$ cat src/rtl/trap_ctrl_pkg.sv
// Shared types and constants for the machine-mode trap sequencer.
package trap_ctrl_pkg;

  localparam int unsigned XLEN         = 32;
  localparam int unsigned CODE_W       = 31;
  localparam int unsigned MTVEC_BASE_W = 30;

  localparam logic [CODE_W-1:0] IRQ_MSI = 31'd3;
  localparam logic [CODE_W-1:0] IRQ_MTI = 31'd7;
  localparam logic [CODE_W-1:0] IRQ_MEI = 31'd11;

  localparam logic [1:0] MTVEC_DIRECT   = 2'd0;
  localparam logic [1:0] MTVEC_VECTORED = 2'd1;

  typedef enum logic [2:0] {
    ST_IDLE     = 3'd0,
    ST_DRAIN    = 3'd1,
    ST_COMMIT   = 3'd2,
    ST_REDIRECT = 3'd3,
    ST_WFI      = 3'd4
  } trap_state_t;

  typedef enum logic [1:0] {
    KIND_EXC  = 2'd0,
    KIND_IRQ  = 2'd1,
    KIND_MRET = 2'd2
  } trap_kind_t;

  // Trap vector: base for exceptions/direct mode, base + 4*code for vectored interrupts.
  function automatic logic [XLEN-1:0] trap_target(
    input logic [MTVEC_BASE_W-1:0] base,
    input logic [1:0]              mode,
    input trap_kind_t              kind,
    input logic [CODE_W-1:0]       code
  );
    logic [XLEN-1:0] base_addr;
    base_addr = {base, 2'b00};
    if ((kind == KIND_IRQ) && (mode == MTVEC_VECTORED)) begin
      return base_addr + (XLEN'(code) << 2);
    end
    return base_addr;
  endfunction

endpackage

$ cat src/rtl/trap_ctrl_irq.sv
// Multi-stage flop synchronizer for one asynchronous interrupt line.
module irq_sync #(
  parameter int unsigned SYNC_STAGES = 2
) (
  input  logic clk,
  input  logic nrst,
  input  logic d_i,
  output logic q_o
);

  logic [SYNC_STAGES-1:0] sync_q;

  // Shift the raw level through the chain; cleared by synchronous reset.
  always_ff @(posedge clk) begin
    if (!nrst) begin
      sync_q <= '0;
    end else begin
      sync_q <= {sync_q[SYNC_STAGES-2:0], d_i};
    end
  end

  assign q_o = sync_q[SYNC_STAGES-1];

endmodule

$ cat src/rtl/trap_ctrl.sv
// Machine-mode trap sequencer: arbitrates exceptions, MRET and interrupts,
// drains the pipeline, strobes the CSR file and redirects fetch.
// Optional WFI sleep state is built when TRAP_CTRL_WFI_EN is defined.
module trap_ctrl
  import trap_ctrl_pkg::*;
#(
  parameter int unsigned SYNC_STAGES = 2
) (
  input  logic                    clk,
  input  logic                    nrst,
  input  logic                    irq_ext,
  input  logic                    irq_timer,
  input  logic                    irq_soft,
  input  logic                    exc_valid,
  input  logic [CODE_W-1:0]       exc_cause,
  input  logic [XLEN-1:0]         exc_pc,
  input  logic                    mret_req,
  input  logic [XLEN-1:0]         commit_pc,
  input  logic                    pipe_drained,
  input  logic                    csr_interrupt_en,
  input  logic [XLEN-1:0]         csr_mie,
  input  logic [1:0]              csr_mtvec_mode,
  input  logic [MTVEC_BASE_W-1:0] csr_mtvec_base,
  input  logic [XLEN-1:0]         csr_mepc,
  output logic                    csr_exception,
  output logic [XLEN-1:0]         csr_exception_cause,
  output logic [XLEN-1:0]         csr_exception_pc,
  output logic                    csr_mret,
  output logic [XLEN-1:0]         irq_pending,
`ifdef TRAP_CTRL_WFI_EN
  input  logic                    wfi_req,
  output logic                    wfi_sleep,
`endif
  output logic                    trap_flush,
  output logic                    redirect_valid,
  output logic [XLEN-1:0]         redirect_pc
);

  logic mei_s, mti_s, msi_s;

  irq_sync #(.SYNC_STAGES(SYNC_STAGES)) u_sync_ext   (.clk(clk), .nrst(nrst), .d_i(irq_ext),   .q_o(mei_s));
  irq_sync #(.SYNC_STAGES(SYNC_STAGES)) u_sync_timer (.clk(clk), .nrst(nrst), .d_i(irq_timer), .q_o(mti_s));
  irq_sync #(.SYNC_STAGES(SYNC_STAGES)) u_sync_soft  (.clk(clk), .nrst(nrst), .d_i(irq_soft),  .q_o(msi_s));

  assign irq_pending = {20'd0, mei_s, 3'd0, mti_s, 3'd0, msi_s, 3'd0};

  trap_state_t       state_q, state_d;
  trap_kind_t        kind_q;
  logic [XLEN-1:0]   cause_q, epc_q, mret_pc_q, redirect_pc_q, redirect_pc_d;
  logic              exc_q, exc_d, mret_q, mret_d, flush_q, flush_d, redir_q, redir_d;
  logic              acc_exc, acc_mret, acc_irq;
  logic [XLEN-1:0]   pend_en;
  logic              irq_any, irq_take;
  logic [CODE_W-1:0] irq_code;
`ifdef TRAP_CTRL_WFI_EN
  logic              sleep_q, sleep_d;
`endif

  assign pend_en  = irq_pending & csr_mie;
  assign irq_any  = |pend_en;
  assign irq_take = csr_interrupt_en & irq_any;

  // Highest-priority enabled source: MEI > MSI > MTI.
  always_comb begin
    irq_code = IRQ_MTI;
    if (pend_en[11]) begin
      irq_code = IRQ_MEI;
    end else if (pend_en[3]) begin
      irq_code = IRQ_MSI;
    end
  end

  // Next-state, acceptance and registered-output next values.
  always_comb begin
    state_d       = state_q;
    acc_exc       = 1'b0;
    acc_mret      = 1'b0;
    acc_irq       = 1'b0;
    redirect_pc_d = redirect_pc_q;
    case (state_q)
      ST_IDLE: begin
        if (exc_valid) begin
          acc_exc = 1'b1;
          state_d = ST_DRAIN;
        end else if (mret_req) begin
          acc_mret = 1'b1;
          state_d  = ST_DRAIN;
        end else if (irq_take) begin
          acc_irq = 1'b1;
          state_d = ST_DRAIN;
`ifdef TRAP_CTRL_WFI_EN
        end else if (wfi_req) begin
          state_d = ST_WFI;
`endif
        end
      end
      ST_DRAIN: begin
        if (pipe_drained) state_d = ST_COMMIT;
      end
      ST_COMMIT: begin
        state_d = ST_REDIRECT;
        if (kind_q == KIND_MRET) begin
          redirect_pc_d = mret_pc_q & ~XLEN'(1);
        end else begin
          redirect_pc_d = trap_target(csr_mtvec_base, csr_mtvec_mode, kind_q, cause_q[CODE_W-1:0]);
        end
      end
      ST_REDIRECT: begin
        state_d = ST_IDLE;
      end
`ifdef TRAP_CTRL_WFI_EN
      ST_WFI: begin
        if (irq_any) state_d = ST_IDLE;
      end
`endif
      default: begin
        state_d = ST_IDLE;
      end
    endcase
    flush_d = (state_d != ST_IDLE);
    exc_d   = (state_d == ST_COMMIT) && (kind_q != KIND_MRET);
    mret_d  = (state_d == ST_COMMIT) && (kind_q == KIND_MRET);
    redir_d = (state_d == ST_REDIRECT);
`ifdef TRAP_CTRL_WFI_EN
    sleep_d = (state_d == ST_WFI);
`endif
  end

  // State and registered control outputs.
  always_ff @(posedge clk) begin
    if (!nrst) begin
      state_q       <= ST_IDLE;
      flush_q       <= 1'b0;
      exc_q         <= 1'b0;
      mret_q        <= 1'b0;
      redir_q       <= 1'b0;
      redirect_pc_q <= '0;
`ifdef TRAP_CTRL_WFI_EN
      sleep_q       <= 1'b0;
`endif
    end else begin
      state_q       <= state_d;
      flush_q       <= flush_d;
      exc_q         <= exc_d;
      mret_q        <= mret_d;
      redir_q       <= redir_d;
      redirect_pc_q <= redirect_pc_d;
`ifdef TRAP_CTRL_WFI_EN
      sleep_q       <= sleep_d;
`endif
    end
  end

  // Capture the accepted request; the cause is final once latched.
  always_ff @(posedge clk) begin
    if (!nrst) begin
      kind_q    <= KIND_EXC;
      cause_q   <= '0;
      epc_q     <= '0;
      mret_pc_q <= '0;
    end else if (acc_exc) begin
      kind_q  <= KIND_EXC;
      cause_q <= {1'b0, exc_cause};
      epc_q   <= exc_pc;
    end else if (acc_mret) begin
      kind_q    <= KIND_MRET;
      mret_pc_q <= csr_mepc;
    end else if (acc_irq) begin
      kind_q  <= KIND_IRQ;
      cause_q <= {1'b1, irq_code};
      epc_q   <= commit_pc;
    end
  end

  assign csr_exception       = exc_q;
  assign csr_exception_cause = cause_q;
  assign csr_exception_pc    = epc_q;
  assign csr_mret            = mret_q;
  assign trap_flush          = flush_q;
  assign redirect_valid      = redir_q;
  assign redirect_pc         = redirect_pc_q;
`ifdef TRAP_CTRL_WFI_EN
  assign wfi_sleep           = sleep_q;
`endif

endmodule

$ cat config.mk
export PLATFORM = sky130hd
export DESIGN_NAME = trap_ctrl
export DESIGN_NICKNAME = d
export VERILOG_FILES = /design/src/rtl/trap_ctrl_pkg.sv /design/src/rtl/trap_ctrl_irq.sv /design/src/rtl/trap_ctrl.sv
export SDC_FILE = /design/constraint.sdc
export NUM_CORES = 1
export LEC_CHECK = 0
export CAP_MARGIN = 0
export CORE_MARGIN = 10
export CORE_UTILIZATION = 43
export DETAILED_ROUTE_END_ITERATION = 16
export PLACE_DENSITY = 0.81
export SETUP_SLACK_MARGIN = 0.1
export SLEW_MARGIN = 30
export SYNTH_ARGS = -nofsm -noshare
export SYNTH_HDL_FRONTEND = slang
export SYNTH_SLANG_ARGS = --single-unit
export TNS_END_PERCENT = 1
$ cat constraint.sdc
create_clock -name clk -period 2.8 [get_ports clk]
set_clock_uncertainty 0.1 [all_clocks]
set_input_delay 0.28 -clock clk [delete_from_list [all_inputs] [get_ports clk]]
set_output_delay 0.28 -clock clk [all_outputs]
set_load 0.02 [all_outputs]
Word-level counts from Yosys, hierarchy flattened. Index checks and enable logic that the tools add are counted.

Register bits: 143. Input port bits: 200. Output and inout bits: 132. Logic and storage cells: 73.

Add/subtract/negate cells: 1. Eq/ne operators: 9. Muxes and demuxes: 30. Bitwise operators: 5. Reduce and logical (&&, ||, !) cells: 13.

Operators with widths (number): $mux 32 (6); $mux 31 (4); $add 32x32->32 (1); $and 12x32->32 (1); $reduce_or 32->1 (1); $mux 3 (5); $mux 1 (12); $eq 3x2->1 const B (3); $pmux 3 s3 (1); $reduce_and 2->1 (3); $eq 2x1->1 const B (2); $mux 2 (2); $ne 2x2->1 const B (2); $reduce_bool 2->1 (2); $eq 3x1->1 const B (1); $logic_and 1x1->1 (3); $logic_not 3->1 (1); $not 1->1 (3); $reduce_bool 3->1 (1); $reduce_or 3->1 (1); $eq 2x2->1 const B (1); $reduce_or 2->1 (1); $and 1x1->1 (1).

Logic depth before layout (Yosys ltp). Gate-level depths: netlist (run 1).

Word-level depth: 10. Gate-level depth with buffers: 11. Mapped depth without buffers: 11.

Cells and area by module. From an unflattened synthesis (run 1), not the netlist that was laid out.

Cell total of the unflattened synthesis: 1001. Area total of the unflattened synthesis: 7663.6 µm².

By module, submodules not included: trap_ctrl (times used 1, cells an instance 989, area an instance 7505.9 µm², sequential area each 2702.6 µm²); irq_sync (times used 3, cells an instance 4, area an instance 52.6 µm², sequential area each 40.0 µm²).

Worst setup path before layout (run 1). Ideal clock, no wire load.

Kind: register -> register. Start point: reg cause_q[0], in the netlist csr_exception_cause[0]. End point: reg redirect_pc_q[28], in the netlist redirect_pc[28]. Library setup time: 0.114 ns. Data arrival time: 2.448 ns. Required time: 2.586 ns. Path slack: 0.138 ns. Stages on the path, launching flop included: 12. Buffers on the path: 0. Period minus slack after synthesis: 2.662 ns. Cell sequence: dfxtp_1 -> ha_1 -> fa_1 -> a21oi_1 -> nor2_1 -> nand4bb_1 -> nand3_1 -> a31oi_2 -> a31oi_1 -> a21oi_1 -> xor2_1 -> a21o_1.

Cells in the longest elaborated chain, start to end: 4.

RTL lines: start: declaration (RTL line trap_ctrl.sv:49) `logic [XLEN-1:0] cause_q, epc_q, mret_pc_q, redirect_pc_q, redirect_pc_d;`; start signal: assignment (RTL line trap_ctrl.sv:163) `cause_q <= {1'b0, exc_cause};`; start signal: assignment (RTL line trap_ctrl.sv:170) `cause_q <= {1'b1, irq_code};`; $add 32x32->32 (RTL line trap_ctrl_pkg.sv:39) `return base_addr + (XLEN'(code) << 2);`; $mux 32 (RTL line trap_ctrl_pkg.sv:38) `if ((kind == KIND_IRQ) && (mode == MTVEC_VECTORED)) begin`; $mux 32 (RTL line trap_ctrl_pkg.sv:41) `return base_addr;`; $mux 32 (RTL line trap_ctrl.sv:102) `if (kind_q == KIND_MRET) begin`; end signal: assignment (RTL line trap_ctrl.sv:147) `redirect_pc_q <= redirect_pc_d;`; end: declaration (RTL line trap_ctrl.sv:49).

No other way between the ends. The select of a mux whose other input is x is not followed. A chain may end at the register's enable or synchronous reset.

Worst setup path after layout (run 1).
Start point: reg cause_q[0], in the netlist csr_exception_cause[0]. End point: reg redirect_pc_q[30], in the netlist redirect_pc[30].

The elaborated chain is that of the path after synthesis.

==> flow_summary_export.csv, run 1 <==
group,metric,value,unit
critical_path,crit_arrival,2.79,ns
global_route,grt_max_degree,57,
sta,post-route-period-util,92.6,%
critical_path,crit_end,"redirect_pc[30]",
drt,dr_wl_met3,2.90,mm
synth,async_flop_share,0,%
critical_path,regToRegEndpoint,"redirect_pc[30]",
synth,syn_inst,922,
drt,dr_total_vias,7795,
drt,vias_per_cell,5.32,
critical_path,cp.required,3.00,ns
synth,synth_cell_type_count,68,
clocking,clk_latency,0.43,ns
synth,synth-seq-area-share,36.6,%
floorplan,fp.dieH,154,um
synth,synth_warnings,0,
clocking,cts_hold_buf,0,
critical_path,cp_max_fo,3,
final_layout,final_nets,1456,
outcome,status,"complete, no violations",
sta,rsz0062_at_grt,"true",
synth,syn_area,7720,um2
final_layout,drive_above_1_share,11.7,%
pwr,p_per_area,490,nW/um2
synth,ys_seq_elements,141,
pwr,vdd_drop_max,0.000442,V
sta,relSlewSlack,47.8,%
floorplan,coreArea,17400,um2
drt,wl_per_cell,19.1,um
floorplan,dieArea,23700,um2
clocking,clock-root-buffer,"clkbuf_16",
final_layout,areaGrowthSynthToFinish,51.7,%
critical_path,cp-start-kind,"flop",
placed_design,dp_hpwl,21.7,mm
sta,hold_viol,0,
drt,top_layer,"met4",
critical_path,regToRegStartpoint,"csr_exception_cause[0]",
drt,ant_nets,0,
placed_design,portBuffers,271,
final_layout,post-route-util,67.2,%
global_route,grt_pass1_vias,8040,
job,max_cap_viol_count,0,
synth,ys.flop_type,"dfxtp_1",
global_route,gr-total-overflow,0,
global_route,grt_usage,22.6,%
final_layout,final_common_cell,"clkdlybuf4s50_1",
drt,wl_met1,10.7,mm
drt,dr.pass1.iters,5,
sta,finalSetupViolCount,0,
drt,drt_wl_total,28.0,mm
final_layout,most-common-layout-cells,"clkdlybuf4s50_1 (269), nand2_1 (192), dfxtp_1 (140), buf_4 (76), a21boi_0 (66)",
clocking,cts_buffers,17,
drt,remaining_drc_errors,0,
sta,min_period,2.59,ns
synth,synth_edf_count,0,
critical_path,regToRegSetupSlack,0.21,ns
min_path,hp-class,"in -> reg",
drt,wl_met2,13.8,mm
floorplan,pin_count,332,
placed_design,place_congestion,0.930,
global_route,antenna_found_initial,2,
clocking,cts_tree,"done",
clocking,clock_path_buffers,2,
pwr,total_power,5.74,mW
floorplan,die_x,154,um
floorplan,start_util,44.3,%
synth,syn_avg_cell_area,8.37,um2
critical_path,cp-end-kind,"flop",
clocking,htree_levels,4,
pwr,cellLeakagePower,5.21,nW
clocking,clock-sinks,141,
sta,final_max_slew_viol_count,0,
critical_path,crit_start,"csr_exception_cause[0]",
critical_path,criticalPathCategory,"reg -> reg",
final_layout,n_fill_cell,1372,
drt,drtIter0Drc,442,
sta,worst_slew_pin_slew,0.780,ns
global_route,grt_first_pass_wirelength,43.5,mm
sta,max_freq,386,MHz
critical_path,r2r_cells,12,
floorplan,rows,48,
clocking,clkTransAtPathRegs,0.06,ns
-- timing repair --
item | in CTS | in global routing
resized for setup | 5 | 12
endpoints found under the setup margin | 9 | 13
gates cloned | 0 | 0
pin swaps | 1 | 9
hold endpoints to repair | 0 | 0
buffers inserted | 0 | 2
-- critical path, cell delays in order (launching register included) --
cell and delay, ns:
dfxtp_1 0.32, ha_2 0.20, fa_2 0.38, a21oi_2 0.15
nor2_1 0.08, nand4bb_4 0.25, nand3_2 0.10, a31oi_2 0.11
a31oi_2 0.22, buf_4 0.17, a31oi_2 0.10, xnor2_1 0.18
a21oi_1 0.09
-- cell families after synthesis --
family / synth area share (%)
AO/OA/AOI/OAI: 25.3
XOR/XNOR: 2.72
adder cells (fa/ha/maj): 4.96
buffers and inverters: 6.45
flip-flops: 36.6
multiplexers: 4.67
other: 0.0486
AND/OR/NAND/NOR: 19.3
-- cell usage after synthesis, types with 5 or more instances --
library cell	instances	area, um2
nand2_1	193	724
buf_2	5	25.0
o21ai_0	17	85.1
buf_1	5	18.8
o211a_1	36	360
nor2b_1	11	68.8
mux2i_1	36	360
ha_1	29	363
o21a_1	6	45.0
xor2_1	11	96.3
o21ai_1	12	60.1
o211ai_1	25	188
a21o_1	13	97.6
buf_4	33	248
a31oi_1	7	43.8
a21boi_0	66	495
xnor2_1	13	114
a21oi_1	41	205
and2_1	11	68.8
dfxtp_1	141	2820
nor2_1	38	143
nand3_1	37	185
nor3_1	7	35.0
clkbuf_1	51	191
-- worst min path at each step --
stage / from / endpoint / slack, ns / cells past startpoint
4_1_cts: nrst / redirect_pc[25] / 0.22 / 3
3_3_place_gp: u_sync_timer.sync_q[0] / u_sync_timer.sync_q[1] / 0.31 / 1
2_1_floorplan: irq_ext / u_sync_ext.sync_q[0] / 0.31 / 1
6_report: nrst / redirect_pc[25] / 0.24 / 3
5_1_grt: nrst / redirect_pc[30] / 0.27 / 3
3_5_place_dp: u_sync_ext.sync_q[0] / u_sync_ext.sync_q[1] / 0.32 / 1
-- cell type report --
type	count	area [um2]	area share (%)
diodes	1	2.50	0.0214
clock inverters	10	163	1.39
clock buffers	21	460	3.93
repair buffers	349	3330	28.4
flip-flops and latches	141	2820	24.1
inverters	4	15.0	0.128
well taps	225	282	2.40
multi-input cells	713	4640	39.6
-- metrics by stage --
step	TNS, ns	cell area [um2]	instances	hold slack (ns)	setup slack (ns)
2_1_floorplan	0	7830	952	0.307	0.138
3_3_place_gp	-4.32	11000	1430	0.315	-0.384
3_5_place_dp	-5.25	11000	1430	0.321	-0.426
4_1_cts	0	11600	1461	0.215	0.0748
5_1_grt	0	11700	1463	0.268	0.0916
6_report	0	11700	1464	0.236	0.208
-- where the power goes --
part	internal [mW]	switching, mW
combinational	0.612	0.555
clock	1.53	0.895
sequential	2.09	0.0547
total	4.24	1.50
-- registers in the layout, summed over array words and instances (netlist names) --
register / flops
u_sync_ext.sync_q: 2
state_q: 3
trap_flush: 1
csr_exception_cause: 32
csr_exception_pc: 32
u_sync_timer.sync_q: 2
mret_pc_q: 31
csr_mret: 1
redirect_pc: 31
csr_exception: 1
kind_q: 2
redirect_valid: 1
u_sync_soft.sync_q: 2
-- per-layer routing --
metal,vias up,GRT usage [%]
met5,-,0
met2,347,39.9
li1,3804,-
met1,3595,23.6
met4,0,7.38
met3,49,9.85
Power figures use the tool's default switching activity.
==> run 2: changes to the inputs <==
CAP_MARGIN = 20   (was 0)
SETUP_SLACK_MARGIN = 0.5   (was 0.1)
SKIP_CTS_REPAIR_TIMING = 1   (was not set)
==> run 2 against run 1 <==
Die area did not move. First-iteration DRC count rose by 2.3%. Design area rose by 0.46%. Critical endpoint is now redirect_pc[17]. Power barely moved. Non-clock buffer count fell by 14. Largest power group unchanged. Sequential cell count did not move. Cell count fell by 0.89%. Wire length fell by 0.91%. Via count fell by 1.2%. Worst setup slack improved by 0.057 ns. Sequential share of layout area rose by 0.092 points.
==> flow_summary_export.csv, run 2 (same netlist as run 1, synthesis figures left out) <==
group,metric,value,unit
outcome,status,"complete, no violations",
pwr,vdd_drop_max,0.000439,V
final_layout,areaGrowthSynthToFinish,52.4,%
critical_path,crit_chain,"ha_4 > a211oi_4 > o21a_4 > o311ai_4 > buf_6 > a21bo_1 > a31oi_1 > xor2_1 > o211ai_1 > o21ai_1 > o21ai_1",
global_route,gr-total-overflow,0,
clocking,cts_buffers,17,
final_layout,final_nets,1442,
min_path,hold_depth,3,
global_route,grt_use_met2,36.9,%
global_route,grt_pass1_vias,7750,
sta,min_period,2.54,ns
drt,drtIter0Drc,452,
global_route,grt_max_degree,54,
pwr,intPower,4.19,mW
global_route,use_met1,24.6,%
min_path,hold_path_end,"redirect_pc[25]",
placed_design,portBuffers,271,
clocking,clock_path_buffers,2,
job,max_cap_viol_count,0,
pwr,netSwitchingFraction,26.9,%
critical_path,crit_arrival,2.80,ns
sta,post-route-period-util,90.5,%
floorplan,coreArea,17400,um2
drt,dr.pass1.iters,4,
global_route,grt_usage,22.3,%
final_layout,fin_cells,1451,
pwr,switchingPower,1.54,mW
clocking,clk_latency,0.43,ns
drt,remaining_drc_errors,0,
sta,rsz0062_at_grt,"true",
critical_path,crit_buf_inv,1,
min_path,hp-class,"in -> reg",
critical_path,cp.required,3.06,ns
critical_path,regToRegSetupSlack,0.26,ns
pwr,pwr-share-comb,20.6,%
floorplan,fp.dieH,154,um
floorplan,die_x,154,um
placed_design,place_inst,1418,
drt,ant_nets,0,
floorplan,pin_count,332,
final_layout,post-route-util,67.5,%
clocking,clock-sinks,141,
sta,relSlewSlack,58.7,%
critical_path,cp-end-kind,"flop",
floorplan,rows,48,
sta,worst_slew_pin_slew,0.617,ns
final_layout,final_common_cell,"clkdlybuf4s50_1",
global_route,use_met3,9.68,%
critical_path,r2r_cells,11,
critical_path,max_stage_delay,0.37,ns
pwr,p_clk_share,42.0,%
critical_path,cp-start-kind,"flop",
drt,dr_total_vias,7699,
pwr,cellLeakagePower,5.18,nW
global_route,grt_first_pass_wirelength,42.7,mm
drt,drt_wl_total,27.7,mm
clocking,cts_tree,"done",
global_route,grt_busiest_layer,"met2",
clocking,clock-root-buffer,"clkbuf_16",
critical_path,regToRegEndpoint,"redirect_pc[17]",
sta,hold_viol,0,
critical_path,crit_top_cell,"o21ai_1",
critical_path,cp_slowest_cell,"dfxtp_4",
critical_path,regToRegStartpoint,"csr_exception_cause[1]",
drt,wl_per_cell,19.1,um
critical_path,criticalPathCategory,"reg -> reg",
sta,max_freq,394,MHz
global_route,antenna_found_initial,1,
sta,finalSetupViolCount,0,
clocking,htree_levels,4,
min_path,hp-start,"nrst",
placed_design,dp_hpwl,21.2,mm
clocking,clkTransAtPathRegs,0.06,ns
critical_path,crit_family,"compound AO/OA/AOI/OAI gates",
placed_design,place_congestion,0.911,
pwr,seq_power_share,37.4,%
critical_path,cp_max_fo,5,
sta,final_max_slew_viol_count,0,
drt,vias_per_cell,5.31,
floorplan,dieArea,23700,um2
pwr,p_per_area,488,nW/um2
floorplan,start_util,44.3,%
final_layout,drive_above_1_share,12.3,%
final_layout,most-common-layout-cells,"clkdlybuf4s50_1 (269), nand2_1 (192), dfxtp_1 (127), a21boi_0 (66), buf_4 (58)",
run 2: changes by cell type in the layout (fill, tap and decap cells not counted), moves of 3 or more:
cell     change
a21oi_1      -4
a21oi_2      +4
a31oi_2      -4
buf_12       +4
buf_4       -18
dfxtp_1     -13
dfxtp_2     +10
dfxtp_4      +3
ha_1         -3
ha_4         +4
inv_6        +3
run 2: tightest hold or removal path, stage by stage:
cell     delay (ns)
buf_4          0.25
nand2_1        0.11
a21oi_1        0.03
run 2: final cells by class:
cell class | instances | area, um2
inverter | 4 | 15.0
clock inverter | 12 | 154
sequential | 141 | 2850
timing repair buffer | 335 | 3270
multi-input combinational | 713 | 4720
antenna | 1 | 2.50
tap | 225 | 282
fill | 1398 | 5650
clock buffer | 20 | 468
run 2: routing by layer:
metal  up-vias  wire [um]
met5         -          0
met4         0        749
met3        34       3090
met2       309      13200
met1      3582      10700
li1       3774          -
run 2: how the worst max path moves through the flow:
stage | slack, ns | startpoint | cells past startpoint | to
6_report | 0.26 | csr_exception_cause[1] | 11 | redirect_pc[17]
3_5_place_dp | -0.19 | csr_mtvec_base[1] | 12 | redirect_pc[31]
5_1_grt | 0.16 | csr_exception_cause[0] | 11 | redirect_pc[20]
2_1_floorplan | 0.48 | csr_exception_cause[1] | 10 | redirect_pc[27]
3_3_place_gp | -0.15 | csr_mtvec_base[1] | 12 | redirect_pc[31]
4_1_cts | 0.26 | csr_mtvec_base[1] | 12 | redirect_pc[31]
run 2: power groups by stage:
stage	clock (mW)	combinational (mW)	sequential, mW
final	2.41	1.18	2.15
after global routing	2.52	1.28	2.15
after CTS	2.45	1.17	2.15
after detailed placement	0	1.16	2.19
after global placement	0	1.14	2.19
after floorplan	0	0.549	2.25
run 2: per-stage QoR:
stage / area [um2] / setup slack, ns / power, mW / TNS (ns) / hold slack (ns)
6_report: 11800 / 0.265 / 5.74 / 0 / 0.207
4_1_cts: 11700 / 0.256 / 5.77 / 0 / 0.196
5_1_grt: 11800 / 0.156 / 5.96 / 0 / 0.240
3_5_place_dp: 11100 / -0.191 / 3.35 / -1.13 / 0.318
2_1_floorplan: 8030 / 0.479 / 2.80 / 0 / 0.307
3_3_place_gp: 11100 / -0.150 / 3.33 / -0.592 / 0.316
